==> config.mk <==
export PLATFORM = sky130hd
export DESIGN_NAME = uart_script_player
export DESIGN_NICKNAME = d
export VERILOG_FILES = /design/src/rtl/uart_script_player.sv
export SDC_FILE = /design/constraint.sdc
export NUM_CORES = 1
export LEC_CHECK = 0
export CORE_ASPECT_RATIO = 0.75
export CORE_MARGIN = 2
export CORE_UTILIZATION = 50
export CTS_BUF_LIST = sky130_fd_sc_hd__clkbuf_4
export DETAILED_ROUTE_END_ITERATION = 16
export MAX_ROUTING_LAYER = met4
export PLACE_DENSITY = 0.8
export SYNTH_ARGS = -nofsm -noshare
export SYNTH_HDL_FRONTEND = slang
export SYNTH_SLANG_ARGS = --single-unit
==> constraint.sdc <==
create_clock -name clk -period 5.4 [get_ports clk]
set_clock_uncertainty 0.2 [all_clocks]
set_input_delay 0.54 -clock clk [delete_from_list [all_inputs] [get_ports clk]]
set_output_delay 0.54 -clock clk [all_outputs]
set_load 0.02 [all_outputs]
==> src/rtl/uart_script_player.sv <==
// uart_script_player
//   Plays a small stored script of UART actions onto a serial TxD line.
//   Each script entry either transmits a byte (8N1 frame), waits for a
//   byte returned by the device under test, stops playback, or does nothing.
//   Sequencing is driven by handshakes rather than fixed delays.
//
// Ports
//   clk, reset       system clock, synchronous active-high reset
//   wr_en/wr_addr/   script write port {op[1:0], byte[7:0]}; writes are
//   wr_data          dropped while busy
//   start, abort     one-cycle control pulses
//   baud_div         clocks per bit (0 behaves as 1), sampled per SEND entry
//   gap              idle clocks between frames, sampled per SEND entry
//   wait_to          WAIT timeout in clocks, 0 waits forever
//   rx_valid/rx_data received byte strobe from an external UART receiver
//   TxD              serial output, idle high
//   busy, done, err  status; done and err are sticky until the next start
//   pc               current (or failing) script index

module uart_script_player #(
  parameter int DEPTH = 16,
  parameter int AW    = 4,
  parameter int DIV_W = 16,
  parameter int TO_W  = 24
) (
  input  logic             clk,
  input  logic             reset,
  input  logic             wr_en,
  input  logic [AW-1:0]    wr_addr,
  input  logic [9:0]       wr_data,
  input  logic             start,
  input  logic             abort,
  input  logic [DIV_W-1:0] baud_div,
  input  logic [DIV_W-1:0] gap,
  input  logic [TO_W-1:0]  wait_to,
  input  logic             rx_valid,
  input  logic [7:0]       rx_data,
  output logic             TxD,
  output logic             busy,
  output logic             done,
  output logic             err,
  output logic [AW-1:0]    pc
);

  typedef enum logic [3:0] {
    S_IDLE, S_FETCH, S_START, S_DATA, S_STOPB, S_GAP, S_WAIT, S_DONE, S_ERR
  } state_t;

  localparam logic [1:0] OP_SEND = 2'b00;
  localparam logic [1:0] OP_WAIT = 2'b01;
  localparam logic [1:0] OP_STOP = 2'b10;
  localparam logic [1:0] OP_NOP  = 2'b11;

  logic [9:0]       r_mem [DEPTH];
  logic [9:0]       r_entry;
  state_t           r_state;
  state_t           w_state_nxt;
  logic [AW-1:0]    r_pc;
  logic [AW-1:0]    w_pc_nxt;
  logic [DIV_W-1:0] r_div;
  logic [DIV_W-1:0] r_gap;
  logic [DIV_W-1:0] r_cnt;
  logic [2:0]       r_bit;
  logic [7:0]       r_shift;
  logic [TO_W-1:0]  r_to;
  logic             r_txd;
  logic             r_busy;
  logic             r_done;
  logic             r_err;

  logic w_bit_end;
  logic w_gap_end;
  logic w_match;
  logic w_timeout;
  logic w_abort;
  logic w_last;
  logic w_adv;

  function automatic logic f_is_busy(input state_t s);
    return !(s == S_IDLE || s == S_DONE || s == S_ERR);
  endfunction

  assign w_bit_end = (r_cnt == r_div - DIV_W'(1));
  // GAP holds gap-1 clocks; the following FETCH cycle is the last idle clock,
  // so the line idles exactly max(gap,1) clocks between frames.
  assign w_gap_end = (r_cnt == r_gap - DIV_W'(2));
  assign w_match   = rx_valid && (rx_data == r_entry[7:0]);
  assign w_timeout = (wait_to != '0) && (r_to == wait_to - TO_W'(1));
  assign w_abort   = abort && r_busy;
  assign w_last    = (r_pc == AW'(DEPTH - 1));

  always_comb begin
    w_state_nxt = r_state;
    w_pc_nxt    = r_pc;
    w_adv       = 1'b0;
    if (w_abort) begin
      w_state_nxt = S_ERR;
    end else begin
      case (r_state)
        S_IDLE: begin
          if (start) begin
            w_state_nxt = S_FETCH;
            w_pc_nxt    = '0;
          end
        end
        S_FETCH: begin
          case (r_entry[9:8])
            OP_SEND: w_state_nxt = S_START;
            OP_WAIT: w_state_nxt = S_WAIT;
            OP_STOP: w_state_nxt = S_DONE;
            OP_NOP:  w_adv       = 1'b1;
            default: w_adv       = 1'b1;
          endcase
        end
        S_START: if (w_bit_end) w_state_nxt = S_DATA;
        S_DATA:  if (w_bit_end && r_bit == 3'd7) w_state_nxt = S_STOPB;
        S_STOPB: begin
          if (w_bit_end) begin
            if (r_gap > DIV_W'(1)) w_state_nxt = S_GAP;
            else                   w_adv       = 1'b1;
          end
        end
        S_GAP: if (w_gap_end) w_adv = 1'b1;
        S_WAIT: begin
          // A match in the final timeout cycle still advances.
          if (w_match)        w_adv       = 1'b1;
          else if (w_timeout) w_state_nxt = S_ERR;
        end
        S_DONE:  w_state_nxt = S_IDLE;
        S_ERR:   w_state_nxt = S_IDLE;
        default: w_state_nxt = S_IDLE;
      endcase
      if (w_adv) begin
        if (w_last) begin
          w_state_nxt = S_DONE;
        end else begin
          w_pc_nxt    = r_pc + AW'(1);
          w_state_nxt = S_FETCH;
        end
      end
    end
  end

  // Control registers: state, index, status, serial line
  always_ff @(posedge clk) begin
    if (reset) begin
      r_state <= S_IDLE;
      r_pc    <= '0;
      r_txd   <= 1'b1;
      r_busy  <= 1'b0;
      r_done  <= 1'b0;
      r_err   <= 1'b0;
    end else begin
      r_state <= w_state_nxt;
      r_pc    <= w_pc_nxt;
      r_busy  <= f_is_busy(w_state_nxt);
      if (w_state_nxt == S_DONE)                           r_done <= 1'b1;
      else if (r_state == S_IDLE && w_state_nxt == S_FETCH) r_done <= 1'b0;
      if (w_state_nxt == S_ERR)                            r_err  <= 1'b1;
      else if (r_state == S_IDLE && w_state_nxt == S_FETCH) r_err  <= 1'b0;
      // TxD is registered one cycle behind the frame state; abort forces the
      // line high on the very next cycle regardless of frame position.
      if (w_abort) begin
        r_txd <= 1'b1;
      end else begin
        case (r_state)
          S_START: r_txd <= 1'b0;
          S_DATA:  r_txd <= r_shift[0];
          default: r_txd <= 1'b1;
        endcase
      end
    end
  end

  // Datapath: script memory, registered read, bit/gap/timeout counters
  always_ff @(posedge clk) begin
    if (wr_en && !r_busy) r_mem[wr_addr] <= wr_data;
    r_entry <= r_mem[w_pc_nxt];
    case (r_state)
      S_FETCH: begin
        r_cnt <= '0;
        r_bit <= '0;
        r_to  <= '0;
        if (r_entry[9:8] == OP_SEND) begin
          r_shift <= r_entry[7:0];
          r_div   <= (baud_div == '0) ? DIV_W'(1) : baud_div;
          r_gap   <= gap;
        end
      end
      S_START, S_STOPB: begin
        r_cnt <= w_bit_end ? '0 : r_cnt + DIV_W'(1);
      end
      S_DATA: begin
        if (w_bit_end) begin
          r_cnt   <= '0;
          r_bit   <= r_bit + 3'd1;
          r_shift <= {1'b0, r_shift[7:1]};
        end else begin
          r_cnt <= r_cnt + DIV_W'(1);
        end
      end
      S_GAP:   r_cnt <= r_cnt + DIV_W'(1);
      S_WAIT:  r_to  <= r_to + TO_W'(1);
      default: ;
    endcase
  end

  assign TxD  = r_txd;
  assign busy = r_busy;
  assign done = r_done;
  assign err  = r_err;
  assign pc   = r_pc;

endmodule

Word-level counts from Yosys, hierarchy flattened
Memories as Yosys holds them, arrays and structs flattened. A register that Yosys moved wholly into a read port is not among the register bits.
Cells that the tools add are included.
{ "word_totals": {"ff_bits": 95, "ramBits": 160, "wordCells": 104, "n_memories": 1} }
{ "classes": {"addsub": 7, "order_cmp": 1, "n_eq_ne": 20, "muxes": 38, "n_reduce_logical": 25} }
{ "mem_list": {"columns": ["memory", "depth", "word_bits", "rd", "rd_clocked_by_memory_dff", "wr", "line", "source"], "rows": [
  ["r_mem", 16, 10, 1, 1, 1, "54", "logic [9:0] r_mem [DEPTH];"]
]} }
{ "ops": {"columns": ["cell", "count"], "rows": [
  ["4-bit 2-to-1 mux", 14],
  ["16-bit case mux with 3 select lines", 1],
  ["24-bit case mux with 2 select lines", 1],
  ["16-bit == test", 2],
  ["4-bit case mux with 7 select lines", 1],
  ["24-bit by 1-bit adder with 24-bit output (second input constant)", 1],
  ["24-bit == test", 1],
  ["24-bit nonzero test", 1],
  ["24-bit by 1-bit subtractor with 24-bit output (second input constant)", 1],
  ["16-bit by 1-bit adder with 16-bit output (second input constant)", 1],
  ["4-bit by 3-bit == test with 1-bit output (second input constant)", 4],
  ["16-bit by 1-bit > comparator with 1-bit output (second input constant)", 1],
  ["16-bit logical NOT", 1],
  ["16-bit 2-to-1 mux", 1],
  ["8-bit 2-to-1 mux", 2],
  ["8-bit case mux with 2 select lines", 1],
  ["16-bit by 1-bit subtractor with 16-bit output (second input constant)", 1],
  ["16-bit by 2-bit subtractor with 16-bit output (second input constant)", 1],
  ["4-bit case mux with 3 select lines", 1],
  ["1-bit 2-to-1 mux", 11],
  ["4-bit by 1-bit == test with 1-bit output (second input constant)", 2],
  ["4-bit by 2-bit == test with 1-bit output (second input constant)", 2],
  ["4-bit == test (second input constant)", 2],
  ["8-bit == test", 1],
  ["21 further kinds", 36]
]} }

Longest topological paths before layout
Gate-level depths: netlist (run 1).
{ "depth": {"depth_word": 12, "depth_mapped": 17, "mapped_depth_nobuf": 14} }

Worst setup path after synthesis (run 1)
OpenSTA, ideal clock, no wires.
{ "synth_path": {"path_kind": "register -> register", "from": "register r_div[0]", "to": "register r_entry[8], read port of r_mem", "setup_ns": 0.137, "arrival_time_ns": 3.436, "setup_slack_ns": 1.627, "path_stages_with_launch": 17, "path_buffers": 2, "period_less_slack_ns": 3.773, "path_cell_list": "edfxtp_1 -> inv_1 -> ha_1 -> nor3b_1 -> nand2_1 -> or3_1 -> a31oi_1 -> o2111ai_1 -> nor4_2 -> o41ai_1 -> a41oi_1 -> buf_4 -> buf_2 -> mux2i_1 -> mux2i_1 -> a22oi_1 -> o221ai_1"} }
{ "synth_via": {"elab_chain_len": 7} }
{ "synth_rtl": {"columns": ["element", "line", "source"], "rows": [
  ["start, declared", "60", "logic [DIV_W-1:0] r_div;"],
  ["start signal, assigned", "186", "r_div <= (baud_div == '0) ? DIV_W'(1) : baud_div;"],
  ["16-bit by 1-bit subtractor with 16-bit output", "83", "assign w_bit_end = (r_cnt == r_div - DIV_W'(1));"],
  ["16-bit == test", "83", null],
  ["1-bit 2-to-1 mux", "118", "if (w_bit_end) begin"],
  ["1-bit case mux with 4 select lines", "99", "case (r_state)"],
  ["1-bit 2-to-1 mux", "96", "if (w_abort) begin"],
  ["4-bit 2-to-1 mux", "133", "if (w_adv) begin"],
  ["4-bit 2-to-1 mux", "96", null],
  ["end, declared", "55", "logic [9:0] r_entry;"]
]} }
Every way passes these cells. The select of a mux whose other input is x is not followed.
A chain may end at the register's enable or synchronous reset.

Final worst setup path (run 1)
{ "layout_path": {"from": "register r_div[0]", "to": "register r_entry[0], read port of r_mem"} }
The elaborated chain is that of the path after synthesis.

==> flow_summary.toml, run 1 <==
[critical_path]
arrival_ps = 5070
cp-start-kind = "register"
path_class = "reg2reg"
path_max_fanout = 36
worst_ep_required_time_ps = 5760
end_kind = "register"

[global_routing]
grt_pass1_vias = 8632
grt-ovfl-total = 0
grt_max_degree = 57
grt_pass1_wl_um = 45200
antenna_found_initial = 1
grt_util_all_layers_pct = 21.9

[die]
start_util_pct = 50.8
io_pins = 92
die-height_um = 145
die_w_um = 191
num_rows = 51
dieArea_mm2 = 0.0277
core-area_mm2 = 0.0259

[clocking]
htreeDepth = 3
post_cts_resized = 0
cts_buffers = 66
cts.hold.buffers_added = 0
cts.clk_slew.worst_paths_ps = 70
post_cts_buffers = 0
clockRootBuffer = "clkbuf_4"
numClockSinks = 265
clockBufferDepth = 3
clk_latency_ps = 670
cts_tree = "built"

[route]
drcViolationCount = 0
drt_iter0_drc = 879
vias = 8888
dr.pass1.iters = 5
via_per_inst = 5.68
routed_wirelength_um = 29300
post_drt_wl_per_cell_um = 18.7
ant_nets = 0

[power_and_ir_drop]
ir_worst_vdd_v = 0.000233
power_density_mw_per_mm2 = 353
power_mw = 5.38
leakagePower_nw = 5.71

[synthesis]
synth.mux.area_fraction_pct = 9.71
ys.flop_type = "edfxtp_1"
yosys.area_share.simple_pct = 13.3
synthAdderAreaFrac_pct = 1.14
synth_area_per_cell_um2 = 12.6
synth_top_family_by_area = "simple AND/OR/NAND/NOR gates"
synth_cells = 1047
ys_ff_latch = 265
yosysUniqueCellTypes = 79
synth-xor-area-share_pct = 7.85
synth-compound-area-share_pct = 6.58
async_reset_ff_share_pct = 0
syn-cell-area_mm2 = 0.0132
synth.net_count = 1143
synth_edf_count = 243
ys_seq_area_share_pct = 58.7
ys.warnings.count = 0

[placement]
place_area_mm2 = 0.0144
port-buffer-count = 91
dp_hpwl_um = 19900
gp_congestion = 0.868

[final_layout]
fin_util_pct = 58.9
final_nets = 1264
area_delta_synth_final_pct = 15.8
fill_cells = 2099
drive_gt1_share_pct = 12.9
fin_area_mm2 = 0.0153

[sta]
worst_slew_pin_slew_ps = 1230
max-slew-margin-rel_pct = 17.4
fin_crit_sh_pct = 87.3
rsz0062_at_grt = "no"
finalCriticalPeriod_ps = 4710
fin_tns_setup_ps = 0
whs_ps = 227
finalMaxSlewViolations = 0
fmax_mhz = 212
setup_viol = 0
finalHoldViolations = 0

[min_path]
hold_path.class = "in2reg"

[flow_run]
drv_cap = 0

[run_status]
status = "complete, no violations"
-- where the power goes --
| part | switching (mW) | internal (mW) | total, mW |
|---|---|---|---|
| Sequential | 0.277 | 2.47 | 2.74 |
| Clock | 0.824 | 0.833 | 1.66 |
| Combinational | 0.529 | 0.453 | 0.982 |
| Total | 1.63 | 3.75 | 5.38 |
-- cell type report --
class,instances,area (um^2),share of cell area [%]
Tap cell,344,430,2.82
Sequential cell,265,7740,50.7
Clock buffer,96,721,4.72
Inverter,16,60.1,0.394
Timing Repair Buffer,109,1070,7.02
Antenna cell,1,2.50,0.0164
Clock inverter,25,123,0.804
Multi-Input combinational cell,710,5110,33.5
-- placed cells by master (no fill, tap or decap), drive strengths merged, types with 5 or more instances in the layout --
cell,synthesis,routed
a21o,5,5
a21oi,20,20
a22oi,12,12
a31oi,8,8
and2,7,7
and3,17,17
buf,16,18
clkbuf,40,96
clkdlybuf4s50,0,91
clkinv,0,19
dfxtp,22,22
edfxtp,243,243
ha,12,12
inv,16,19
mux2,22,22
mux2i,103,103
nand2,70,70
nand2b,10,10
nand3,33,33
nand3b,7,7
nand4,17,17
nor2,87,87
nor2b,7,7
nor3,30,30
nor4,14,14
o211ai,6,6
o21ai,20,20
o221ai,10,10
o31ai,6,6
or2,6,6
or3,11,11
or4,8,8
xnor2,64,64
xor2,54,54
-- per-stage QoR --
step | worst slack [ps] | instances
6_report | 688 | 1566
3_5_place_dp | 749 | 1444
4_1_cts | 714 | 1565
5_1_grt | 453 | 1566
2_1_floorplan | 1630 | 1047
3_3_place_gp | 897 | 1444
-- sequential cells by signal, indices dropped and copies added, names as in the netlist --
register  cells
r_cnt        16
r_state       4
err           1
r_div        16
done          1
busy          1
pc            4
r_bit         3
r_to         24
TxD           1
r_entry      10
r_gap        16
r_shift       8
r_mem       160
-- critical path, cell delays in order (launching register included) --
cell       delay [ps]
edfxtp_1          470
inv_1             100
ha_1              210
or3b_1            430
nor3_1            220
xnor2_1           130
a2111oi_2         320
o2111ai_1         340
nor4_2            400
or2_1             410
a21oi_2           120
o21bai_4          300
buf_12            300
mux2_1            400
o221ai_1          220
-- worst paths after layout --
kind | start | to | slack [ps] | cells past startpoint
worst max-delay path | r_div[0]$_SDFFCE_PN1P_ | r_entry[0]$_DFF_P_ | 690 | 14
worst min-delay path | gap[8] | r_gap[8]$_DFFE_PP_ | 230 | 1
worst max register to register | r_div[0]$_SDFFCE_PN1P_ | r_entry[0]$_DFF_P_ | 690 | 14
worst min register to register | err$_SDFFE_PP0P_ | err$_SDFFE_PP0P_ | 260 | 1
-- synthesized netlist by cell type, types with 7 or more instances --
| library cell | number | area (um^2) |
|---|---|---|
| inv_1 | 16 | 60.1 |
| ha_1 | 12 | 150 |
| a31oi_1 | 8 | 50.1 |
| and2_1 | 7 | 43.8 |
| a21oi_1 | 18 | 90.1 |
| clkbuf_1 | 39 | 146 |
| o221ai_1 | 10 | 87.6 |
| xor2_1 | 54 | 473 |
| nor2_1 | 87 | 327 |
| a22oi_1 | 11 | 82.6 |
| edfxtp_1 | 243 | 7300 |
| mux2i_1 | 103 | 1030 |
| nor3_1 | 29 | 145 |
| nand3b_1 | 7 | 52.6 |
| nor4_1 | 11 | 68.8 |
| mux2_1 | 19 | 214 |
| nand2_1 | 70 | 263 |
| nand2b_1 | 10 | 62.6 |
| nand4_1 | 17 | 106 |
| dfxtp_1 | 22 | 440 |
| and3_1 | 17 | 106 |
| xnor2_1 | 64 | 561 |
| or3_1 | 10 | 62.6 |
| nor2b_1 | 7 | 43.8 |
| o21ai_0 | 17 | 85.1 |
| nand3_1 | 33 | 165 |
| buf_6 | 7 | 78.8 |
-- per-layer routing --
layer / part of all wire (%) / GRT usage (%) / up-vias
li1: - / - / 4208
met1: 47 / 30.5 / 4315
met2: 45 / 32.1 / 306
met3: 6.3 / 3.96 / 59
met4: 2.2 / 8.70 / 0
met5: 0 / - / -
-- cell families (layout without fill, tap and decap cells) --
logic type,Yosys count,after routing
AND/OR/NAND/NOR,338,338
multiplexers,125,125
XOR/XNOR,118,118
other,0,1
adder cells (fa/ha/maj),12,12
buffers and inverters,72,246
flip-flops,265,265
AO/OA/AOI/OAI,117,117
(Power assumes the default switching activity.)
==> inputs of run 2 (changes only) <==
--- a/config.mk
+++ b/config.mk
@@ -10,7 +10,6 @@
 export CORE_UTILIZATION = 50
 export CTS_BUF_LIST = sky130_fd_sc_hd__clkbuf_4
 export DETAILED_ROUTE_END_ITERATION = 16
-export MAX_ROUTING_LAYER = met4
 export PLACE_DENSITY = 0.8
 export SYNTH_ARGS = -nofsm -noshare
 export SYNTH_HDL_FRONTEND = slang
==> run 2 against run 1 <==
Count of clock-buffer cells in the layout unchanged. Sequential share of layout area unchanged. Critical path type unchanged. Combinational power about the same. Critical path depth unchanged. Cell count unchanged. Design area is the same. Clock power about the same. Sequential cell count did not move.
==> flow_summary.toml, run 2 (synthesis gave the netlist of run 1 again) <==
[run_status]
status = "complete, no violations"

[critical_path]
slowest_delay_ps = 470
arrival_ps = 5040
end_kind = "register"
crit_buf_inv = 2
r2r-end = "r_entry[0]$_DFF_P_"
setup.worst_path.start = "r_div[0]$_SDFFCE_PN1P_"
r2r_slack_ps = 720
worst_ep_required_time_ps = 5760
r2r_cells = 14
path_class = "reg2reg"
cp.depth = 14
critical-path-slowest-cell = "edfxtp_1"
cp_cell_sequence = "inv_1 > ha_1 > or3b_1 > nor3_1 > xnor2_1 > a2111oi_2 > o2111ai_1 > nor4_2 > or2_1 > a21oi_2 > o21bai_4 > buf_12 > mux2_1 > o221ai_1"
worstReg2RegStart = "r_div[0]$_SDFFCE_PN1P_"
cp-start-kind = "register"
path_max_fanout = 36
path_delay_family = "simple AND/OR/NAND/NOR gates"
worstSetupEndpoint = "r_entry[0]$_DFF_P_"

[global_routing]
grt_pass1_wl_um = 45200
grt-ovfl-total = 0
grt_pass1_vias = 8645
grt_util_all_layers_pct = 21.3
antenna_found_initial = 1
grt_max_degree = 57

[route]
drcViolationCount = 0
dr.pass1.iters = 5
via_per_inst = 5.68
ant_nets = 0
post_drt_wl_per_cell_um = 18.7
routed_wirelength_um = 29300
drt_iter0_drc = 744
vias = 8900

[final_layout]
drive_gt1_share_pct = 12.9
final_nets = 1264
final_common_cell = "edfxtp_1"
biggestRegsByFlops = "r_mem x160, r_to x24"
ff_latch_area_mm2 = 0.00774
final_cell_mix = "243 x edfxtp_1, 103 x mux2i_1, 96 x clkbuf_4"
multi_input_area_mm2 = 0.00511
largest-register = "r_mem"
largest_reg_flops = 160
fill_cells = 2099
area_delta_synth_final_pct = 15.8

[clocking]
clockBufferDepth = 3
numClockSinks = 265
post_cts_buffers = 0
htreeDepth = 3
cts_buffers = 66
cts.clk_slew.worst_paths_ps = 70
cts.hold.buffers_added = 0
clk_latency_ps = 670
post_cts_resized = 0
cts_tree = "built"
clockRootBuffer = "clkbuf_4"

[sta]
setup_viol = 0
fmax_mhz = 214
finalMaxSlewViolations = 0
worst_slack_ps = 717
finalHoldViolations = 0
finalCriticalPeriod_ps = 4680
worst_slew_pin_slew_ps = 1220
fin_crit_sh_pct = 86.7
rsz0062_at_grt = "no"
fin_tns_setup_ps = 0
max-slew-margin-rel_pct = 18.4

[die]
die-height_um = 145
start_util_pct = 50.8
die_w_um = 191
io_pins = 92
dieArea_mm2 = 0.0277
core-area_mm2 = 0.0259
num_rows = 51

[placement]
dp_hpwl_um = 19900
port-buffer-count = 91
pre_cts_ws_ps = 749
gp_congestion = 0.854

[power_and_ir_drop]
leakagePower_nw = 5.71
ir_worst_vdd_v = 0.000235
power_density_mw_per_mm2 = 353

[min_path]
hold_path.class = "in2reg"

[flow_run]
drv_cap = 0
==> run 2: area by class of cell <==
type / instances / share of cell area, %
Clock inverter: 25 / 0.804
Timing Repair Buffer: 109 / 7.02
Antenna cell: 1 / 0.0164
Multi-Input combinational cell: 710 / 33.5
Clock buffer: 96 / 4.72
Tap cell: 344 / 2.82
Inverter: 16 / 0.394
Sequential cell: 265 / 50.7
==> run 2: worst min path at each step <==
| stage | slack (ps) | depth (start not counted) | to | from |
|---|---|---|---|---|
| finish | 220 | 1 | r_gap[2]$_DFFE_PP_ | gap[2] |
| global route | 160 | 1 | r_gap[8]$_DFFE_PP_ | gap[8] |
| CTS | 150 | 1 | r_gap[9]$_DFFE_PP_ | gap[9] |
| detailed placement | 250 | 1 | err$_SDFFE_PP0P_ | err$_SDFFE_PP0P_ |
| global placement | 240 | 1 | err$_SDFFE_PP0P_ | err$_SDFFE_PP0P_ |
| floorplan | 260 | 2 | TxD$_SDFF_PP1_ | r_shift[0]$_DFFE_PP_ |
==> run 2: metrics by stage <==
step	area, um^2	instances	util, %	hold slack (ps)	power (mW)
after floorplan	13200	1047	-	258	3.42
after global placement	14400	1444	55.6	237	3.71
after detailed placement	14400	1444	55.6	253	3.75
after CTS	15300	1565	58.9	154	5.42
after global routing	15300	1566	58.9	158	5.66
final	15300	1566	58.9	223	5.38
==> run 2: report_power, final <==
part | internal [mW] | leakage [nW] | switching, mW
sequential | 2.47 | 2.40 | 0.281
clock | 0.833 | 0.492 | 0.825
combinational | 0.453 | 2.81 | 0.528
total | 3.75 | 5.71 | 1.63
==> run 2: routing by layer <==
metal	up-vias	routed length (um)	global-route usage [%]
met3	55	2070	4.39
met1	4310	13500	30.2
met2	333	13100	32.0
met5	-	0	0
met4	0	608	8.70
li1	4202	-	-
